`config.mk`:
```
export PLATFORM = sky130hd
export DESIGN_NAME = wb_stage
export DESIGN_NICKNAME = d
export VERILOG_FILES = /design/src/rtl/wb_stage.sv
export SDC_FILE = /design/constraint.sdc
export NUM_CORES = 1
export LEC_CHECK = 0
export CAP_MARGIN = 20
export CORE_MARGIN = 4
export CORE_UTILIZATION = 46
export DETAILED_ROUTE_END_ITERATION = 6
export PLACE_DENSITY = 0.8
export SLEW_MARGIN = 40
export SYNTH_ARGS = -nofsm -noshare
export SYNTH_HDL_FRONTEND = slang
export SYNTH_SLANG_ARGS = --single-unit
```
`constraint.sdc`:
```
create_clock -name clk -period 3.6 [get_ports clk]
set_clock_uncertainty 0.2 [all_clocks]
set_input_delay 0.72 -clock clk [delete_from_list [all_inputs] [get_ports clk]]
set_output_delay 0.72 -clock clk [all_outputs]
set_load 0.01 [all_outputs]
```
`src/rtl/wb_stage.sv`:
```
// Write-back stage: MEM/WB pipeline register, write-back data mux, and a small
// FIFO that slots long-latency results into idle write-back cycles.
module wb_stage #(
    parameter int FIFO_DEPTH   = 2,
    parameter int STARVE_LIMIT = 4
) (
    input  logic                          clk,
    input  logic                          rst_n,
    input  logic                          mem_valid_i,
    input  logic                          mem_reg_write_i,
    input  logic [4:0]                    mem_rd_addr_i,
    input  logic [1:0]                    mem_to_reg_i,
    input  logic [31:0]                   mem_alu_result_i,
    input  logic [31:0]                   mem_rdata_i,
    input  logic [31:0]                   mem_pc_plus_4_i,
    input  logic                          div_valid_i,
    input  logic [4:0]                    div_rd_addr_i,
    input  logic [31:0]                   div_result_i,
    output logic                          div_ready_o,
    output logic                          wb_reg_write_o,
    output logic [4:0]                    wb_rd_addr_o,
    output logic [31:0]                   wb_data_o,
    output logic                          stall_o,
    output logic [$clog2(FIFO_DEPTH):0]   fifo_count_o
);

    localparam int PTR_W = $clog2(FIFO_DEPTH);
    localparam int CNT_W = PTR_W + 1;
    localparam int SC_W  = $clog2(STARVE_LIMIT + 1);
    localparam logic [CNT_W-1:0] DEPTH_C = CNT_W'(FIFO_DEPTH);
    localparam logic [SC_W-1:0]  LIMIT_C = SC_W'(STARVE_LIMIT);

    logic             r_vld_p1;
    logic             r_we_p1;
    logic [4:0]       r_rd_p1;
    logic [31:0]      r_data_p1;

    logic [4:0]       r_fifo_rd   [FIFO_DEPTH];
    logic [31:0]      r_fifo_data [FIFO_DEPTH];
    logic [PTR_W-1:0] r_wptr;
    logic [PTR_W-1:0] r_rptr;
    logic [CNT_W-1:0] r_count;
    logic [SC_W-1:0]  r_starve;

    logic             w_pipe_wr;
    logic             w_empty;
    logic             w_pop;
    logic             w_push;
    logic             w_ready;
    logic             w_stall;
    logic [4:0]       w_head_rd;
    logic [31:0]      w_head_data;

    function automatic logic [31:0] sel_wb_data(input logic [1:0]  sel,
                                                input logic [31:0] alu,
                                                input logic [31:0] rdata,
                                                input logic [31:0] pc4);
        case (sel)
            2'b01:   return rdata;
            2'b10:   return pc4;
            default: return alu;
        endcase
    endfunction

    assign w_pipe_wr   = r_vld_p1 && r_we_p1 && (r_rd_p1 != 5'd0);
    assign w_empty     = (r_count == '0);
    assign w_pop       = !w_pipe_wr && !w_empty;
    assign w_ready     = (r_count < DEPTH_C);
    assign w_push      = div_valid_i && w_ready;
    assign w_stall     = (r_starve == LIMIT_C);
    assign w_head_rd   = r_fifo_rd[r_rptr];
    assign w_head_data = r_fifo_data[r_rptr];

    // MEM -> WB boundary: a stall inserts a bubble while upstream holds its inputs
    always_ff @(posedge clk or negedge rst_n) begin
        if (!rst_n) begin
            r_vld_p1  <= 1'b0;
            r_we_p1   <= 1'b0;
            r_rd_p1   <= 5'd0;
            r_data_p1 <= 32'd0;
        end else if (w_stall) begin
            r_vld_p1  <= 1'b0;
        end else begin
            r_vld_p1  <= mem_valid_i;
            r_we_p1   <= mem_reg_write_i;
            r_rd_p1   <= mem_rd_addr_i;
            r_data_p1 <= sel_wb_data(mem_to_reg_i, mem_alu_result_i,
                                     mem_rdata_i, mem_pc_plus_4_i);
        end
    end

    always_ff @(posedge clk) begin
        if (w_push) begin
            r_fifo_rd[r_wptr]   <= div_rd_addr_i;
            r_fifo_data[r_wptr] <= div_result_i;
        end
    end

    always_ff @(posedge clk or negedge rst_n) begin
        if (!rst_n) begin
            r_wptr  <= '0;
            r_rptr  <= '0;
            r_count <= '0;
        end else begin
            if (w_push) r_wptr <= r_wptr + PTR_W'(1);
            if (w_pop)  r_rptr <= r_rptr + PTR_W'(1);
            case ({w_push, w_pop})
                2'b10:   r_count <= r_count + CNT_W'(1);
                2'b01:   r_count <= r_count - CNT_W'(1);
                default: r_count <= r_count;
            endcase
        end
    end

    // A stall cycle also clears the wait count: the bubble it inserts forces a pop next cycle.
    always_ff @(posedge clk or negedge rst_n) begin
        if (!rst_n) begin
            r_starve <= '0;
        end else if (w_pop || w_empty || w_stall) begin
            r_starve <= '0;
        end else if (r_starve != LIMIT_C) begin
            r_starve <= r_starve + SC_W'(1);
        end
    end

    always_comb begin
        wb_reg_write_o = 1'b0;
        wb_rd_addr_o   = 5'd0;
        wb_data_o      = 32'd0;
        if (w_pipe_wr) begin
            wb_reg_write_o = 1'b1;
            wb_rd_addr_o   = r_rd_p1;
            wb_data_o      = r_data_p1;
        end else if (!w_empty) begin
            wb_reg_write_o = (w_head_rd != 5'd0);
            wb_rd_addr_o   = w_head_rd;
            wb_data_o      = w_head_data;
        end
    end

    assign div_ready_o  = w_ready;
    assign stall_o      = w_stall;
    assign fifo_count_o = r_count;

endmodule

```
Word-level counts from Yosys, hierarchy flattened
Memory sizes are Yosys's and may differ from the RTL's.
Index checks and enable logic that the tools add are counted.
W data, S select, Z words.
Storage, ports and cells
  flip-flop bits (word level): 46
  output and inout port bits: 42
  memories: 2
  input port bits: 145
  logic and storage cells: 48
  memory bits (writable): 74
Operators by class
  reductions and logical operators: 13
  order comparisons: 1
  equal/unequal tests: 6
  mux-type cells: 13
  $add $sub $neg: 5
Memory list
  r_fifo_data: depth 2, bits a word 32, rd ports 1, clocked after Yosys merged registers in 0, wr ports 1, RTL line 39  | logic [31:0] r_fifo_data [FIFO_DEPTH];
  r_fifo_rd: depth 2, bits a word 5, rd ports 1, clocked after Yosys merged registers in 0, wr ports 1, RTL line 38  | logic [4:0] r_fifo_rd [FIFO_DEPTH];
Operators with widths (count)
  $mux W32: 2
  $pmux W32 S2: 1
  $mux W5: 2
  $reduce_bool A5 Y1: 2
  $mux W3: 2
  $mux W1: 5
  $eq A2 B1 Y1 const B: 2
  $eq A2 B2 Y1 const B: 2
  $logic_and A1 B1 Y1: 4
  $pmux W2 S2: 1
  $reduce_bool A2 Y1: 2
  $add A3 B1 Y3 const B: 1
  $eq A3 B3 Y1 const B: 1
  $ne A3 B3 Y1 const B: 1
  $add A1 B1 Y1 const B: 2
  $add A2 B1 Y2 const B: 1
  $logic_not A1 Y1: 2
  $logic_not A2 Y1: 1
  $logic_or A1 B1 Y1: 2
  $lt A2 B2 Y1 const B: 1
  $sub A2 B1 Y2 const B: 1

Longest topological paths before layout
  word-level depth: 7
  gate-level depth with buffers: 8
  gate-level depth less buffers: 7

Worst setup path after synthesis
No wires, ideal clock.
  kind: input-to-reg
  start: input div_valid_i
  end: memory r_fifo_data[0][0], enable pin
  data arrival time: 2385 ps
  buffers on the path: 0
  slack: 584 ps
  setup time: 431 ps
  stages: 2
  cells stage by stage: nand2_1 nor2_1
On the way
  word-level cells in the longest chain between the ends: 3
RTL lines
  start: declaration: RTL line 16  | input logic div_valid_i,
  $logic_and A1 B1 Y1: RTL line 69  | assign w_push = div_valid_i && w_ready;
  $mux W1: RTL line 93  | if (w_push) begin
  $mux W1 (not written as such): RTL line 95  | r_fifo_data[r_wptr] <= div_result_i;
  end: declaration: RTL line 39
No other way between the ends.

Worst setup path in the final report
  start: register r_rd_p1[1]
  end: output wb_data_o[9]
On the way
  word-level cells in the longest chain between the ends: 3
RTL lines
  start: declaration: RTL line 35  | logic [4:0] r_rd_p1;
  start signal: assignment: RTL line 86  | r_rd_p1 <= mem_rd_addr_i;
  $reduce_bool A5 Y1: RTL line 65  | assign w_pipe_wr = r_vld_p1 && r_we_p1 && (r_rd_p1 != 5'd0);
  $logic_and A1 B1 Y1: RTL line 65
  $mux W32: RTL line 130  | if (w_pipe_wr) begin
  end: declaration: RTL line 22  | output logic [31:0] wb_data_o,
No other way between the ends.

==> impl_metrics.env <==
export IMPL_antenna_found_initial=0
export IMPL_maxSlewViolCount=0
export IMPL_rsz0062_at_grt="true"
export IMPL_clk_latency_ps=400
export IMPL_area_growth_pct=47.7
export IMPL_die_area_um2=14100
export IMPL_startpoint_type="register"
export IMPL_maxSlewHeadroom=0.485
export IMPL_nFillCells=846
export IMPL_synth_cell_types=29
export IMPL_rr_endpoint="fifo_count_o[1]$_DFFE_PN0P_"
export IMPL_startpoint="r_rd_p1[1]$_DFFE_PN0N_"
export IMPL_place_ws_ps=434
export IMPL_setup_ws_ps=69.8
export IMPL_routed_wl_mm=15.1
export IMPL_dieWidth_um=119
export IMPL_p_sw_w=0.00152
export IMPL_initial_core_util=0.469
export IMPL_gp_congestion=0.816
export IMPL_ant_nets=0
export IMPL_cts_setup_buffers=0
export IMPL_seq_area_frac_synth=0.598
export IMPL_post_route_min_period_ps=3530
export IMPL_fin_crit_sh=0.981
export IMPL_clkPwrFrac=0.327
export IMPL_nNetsFinal=776
export IMPL_max_stage_delay_ps=570
export IMPL_power_share_switching=0.278
export IMPL_clockBufferDepth=2
export IMPL_drc_errors=0
export IMPL_core_um2=12000
export IMPL_dr_pass1_iters=5
export IMPL_fin_cells=786
export IMPL_grt_max_degree=74
export IMPL_maxCapViolCount=0
export IMPL_hold_ws_ps=160
export IMPL_clockRootBuffer="clkbuf_16"
export IMPL_vias=4342
export IMPL_hold_viol=0
export IMPL_cp_slowest_cell="or4_4"
export IMPL_crit_chain="or4_4, o21ai_4, buf_6, mux2_2, clkdlybuf4s50_1"
export IMPL_critPathMaxFanout=18
export IMPL_hold_class="input port to async pin"
export IMPL_p_int_w=0.00396
export IMPL_insertedDiodeCount=0
export IMPL_drive_above_1_share=0.144
export IMPL_share_seq_of_total_power=0.342
export IMPL_wl_per_cell_um=19.2
export IMPL_ff2ff_path_depth=7
export IMPL_vias_per_cell=5.52
export IMPL_synth_ff_latch_count=120
export IMPL_grtUsageTotal=0.220
export IMPL_h_tree_depth=4
export IMPL_die_h_um=119
export IMPL_required_ps=2680
export IMPL_worstSetupPathType="register to primary output"
export IMPL_leakage_nw=3.12
export IMPL_r2r_slack_ps=1390
export IMPL_p_per_area_nw_per_um2=659
export IMPL_clk_pin_slew_ps=50
export IMPL_dp_cells=754
export IMPL_synth_fp_nets=590
export IMPL_grt_pass1_vias=4693
export IMPL_fmax_mhz=283
export IMPL_rows=40
export IMPL_yosysWarnings=0
export IMPL_r2r_start="r_rd_p1[1]$_DFFE_PN0N_"
export IMPL_final_area_um2=8330
export IMPL_synthCells=440
export IMPL_finalSetupViolCount=0
export IMPL_syn_area_per_cell_um2=12.8
export IMPL_status="finished, final reports clean"
export IMPL_port_buffers=186
export IMPL_syn_cell_area_um2=5640
export IMPL_crit_arrival_ps=2610
export IMPL_place_area_um2=7680
export IMPL_grt_pass1_wl_mm=24.3
export IMPL_vdd_drop_max_mv=0.366
export IMPL_worst_slew_pin_slew_ps=773
export IMPL_cts_tree="done"
export IMPL_p_comb_frac=0.331
export IMPL_cts_made_buffers=17
export IMPL_drt_iter0_markers=211
export IMPL_end_kind="primary output"
export IMPL_total_power_w=0.00549
export IMPL_dp_hpwl_mm=10.9
export IMPL_clock_sinks=120
export IMPL_gr_total_overflow=0
export IMPL_io_pins=187
metal layers:
layer  wire length (um)  track usage
met1               6030        0.255
met2               7900        0.391
met3                990       0.0679
met4                199       0.0637
met5                  0            0
worst max-delay path by stage:
| stage | to | slack, ps | cells after the start |
|---|---|---|---|
| final | wb_data_o[9] | 70 | 5 |
| after global routing | wb_data_o[20] | -10 | 5 |
| after CTS | wb_data_o[29] | -2 | 5 |
| after detailed placement | wb_data_o[29] | 430 | 5 |
| after global placement | wb_data_o[16] | 480 | 5 |
| after floorplan | r_fifo_data[0][0]$_DFFE_PP_ | 580 | 2 |
cells in the final DEF (no fill, tap or decap), types with 5 or more instances in the layout:
cell	synthesis	layout
inv_1	5	5
a221oi_1	32	32
buf_4	0	11
clkdlybuf4s50_1	0	185
clkbuf_16	0	17
dfrtp_1	46	45
nand2_1	39	39
nor2b_1	33	33
mux2_2	38	38
nor2_1	37	35
edfxtp_1	74	74
mux2i_1	38	38
o31ai_1	37	37
timing repair:
item,in CTS,in global routing
hold buffers,0,0
gates resized for setup,0,2
setup endpoints to repair,2,32
cloned,0,0
sequential cells by signal (all words and copies together), names as in the netlist:
register and flops:
fifo_count_o 2, r_data_p1 32, r_fifo_data 64, r_fifo_rd 10
r_rd_p1 5, r_rptr 1, r_starve 3, r_vld_p1 1
r_we_p1 1, r_wptr 1
cell type report:
cell class	instances	area, um^2	share of cell area
inverter	5	18.8	0.00225
clock inverter	8	143	0.0171
sequential	120	3370	0.405
multi-input combinational	281	2110	0.254
timing repair buffer	201	2000	0.240
clock buffer	24	492	0.0591
tap	147	184	0.0221
cell families after synthesis:
group / Yosys count / share of synthesized area
DFF: 120 / 0.598
adders and majority gates: 5 / 0.0111
and+or+nand+nor: 121 / 0.102
xor gates and xnor gates: 4 / 0.00621
muxes: 76 / 0.143
buffers and inverters: 39 / 0.0306
AOI/OAI and AO/OA: 75 / 0.108
worst max-delay path: cells and delay by family (launching register included):
kind                   cells  cell delay, ps
flip-flops                 1             390
AO/OA/AOI/OAI              1             170
multiplexers               1             370
AND/OR/NAND/NOR            1             570
buffers and inverters      2             710
power by group through the flow:
stage               combinational [W]  clock (W)  sequential [W]
finish                        0.00182    0.00179         0.00188
global placement              0.00179          0         0.00189
floorplan                    0.000982          0         0.00183
detailed placement            0.00182          0         0.00190
CTS                           0.00184    0.00182         0.00188
global route                  0.00195    0.00190         0.00190
metrics by stage:
stage	setup TNS, ps	util
final	0	0.693
after global routing	-30.9	0.693
after CTS	-3.16	0.693
after detailed placement	0	0.640
after global placement	0	0.640
after floorplan	0	-
cell usage after synthesis:
library cell,n,area share
o22a_1,1,0.0016
o211ai_1,2,0.0027
buf_6,3,0.0060
mux2_2,38,0.076
nor3b_1,1,0.0013
nor4_1,2,0.0022
o21ai_0,1,0.00089
xnor2_1,4,0.0062
buf_2,3,0.0027
inv_1,5,0.0033
nor2_1,37,0.025
nand2_1,39,0.026
mux2i_1,38,0.067
nor2b_1,33,0.037
and3_1,1,0.0011
or2_2,1,0.0011
edfxtp_1,74,0.39
nor3_1,2,0.0018
dfrtp_1,46,0.20
o31ai_1,37,0.049
ha_1,5,0.011
clkbuf_1,27,0.018
o21a_1,1,0.0013
a221oi_1,32,0.050
or4_4,1,0.0020
nor4b_1,2,0.0031
o21ai_4,1,0.0029
and2_1,2,0.0022
buf_1,1,0.00067
No activity file was read; power rests on OpenSTA's default activity.
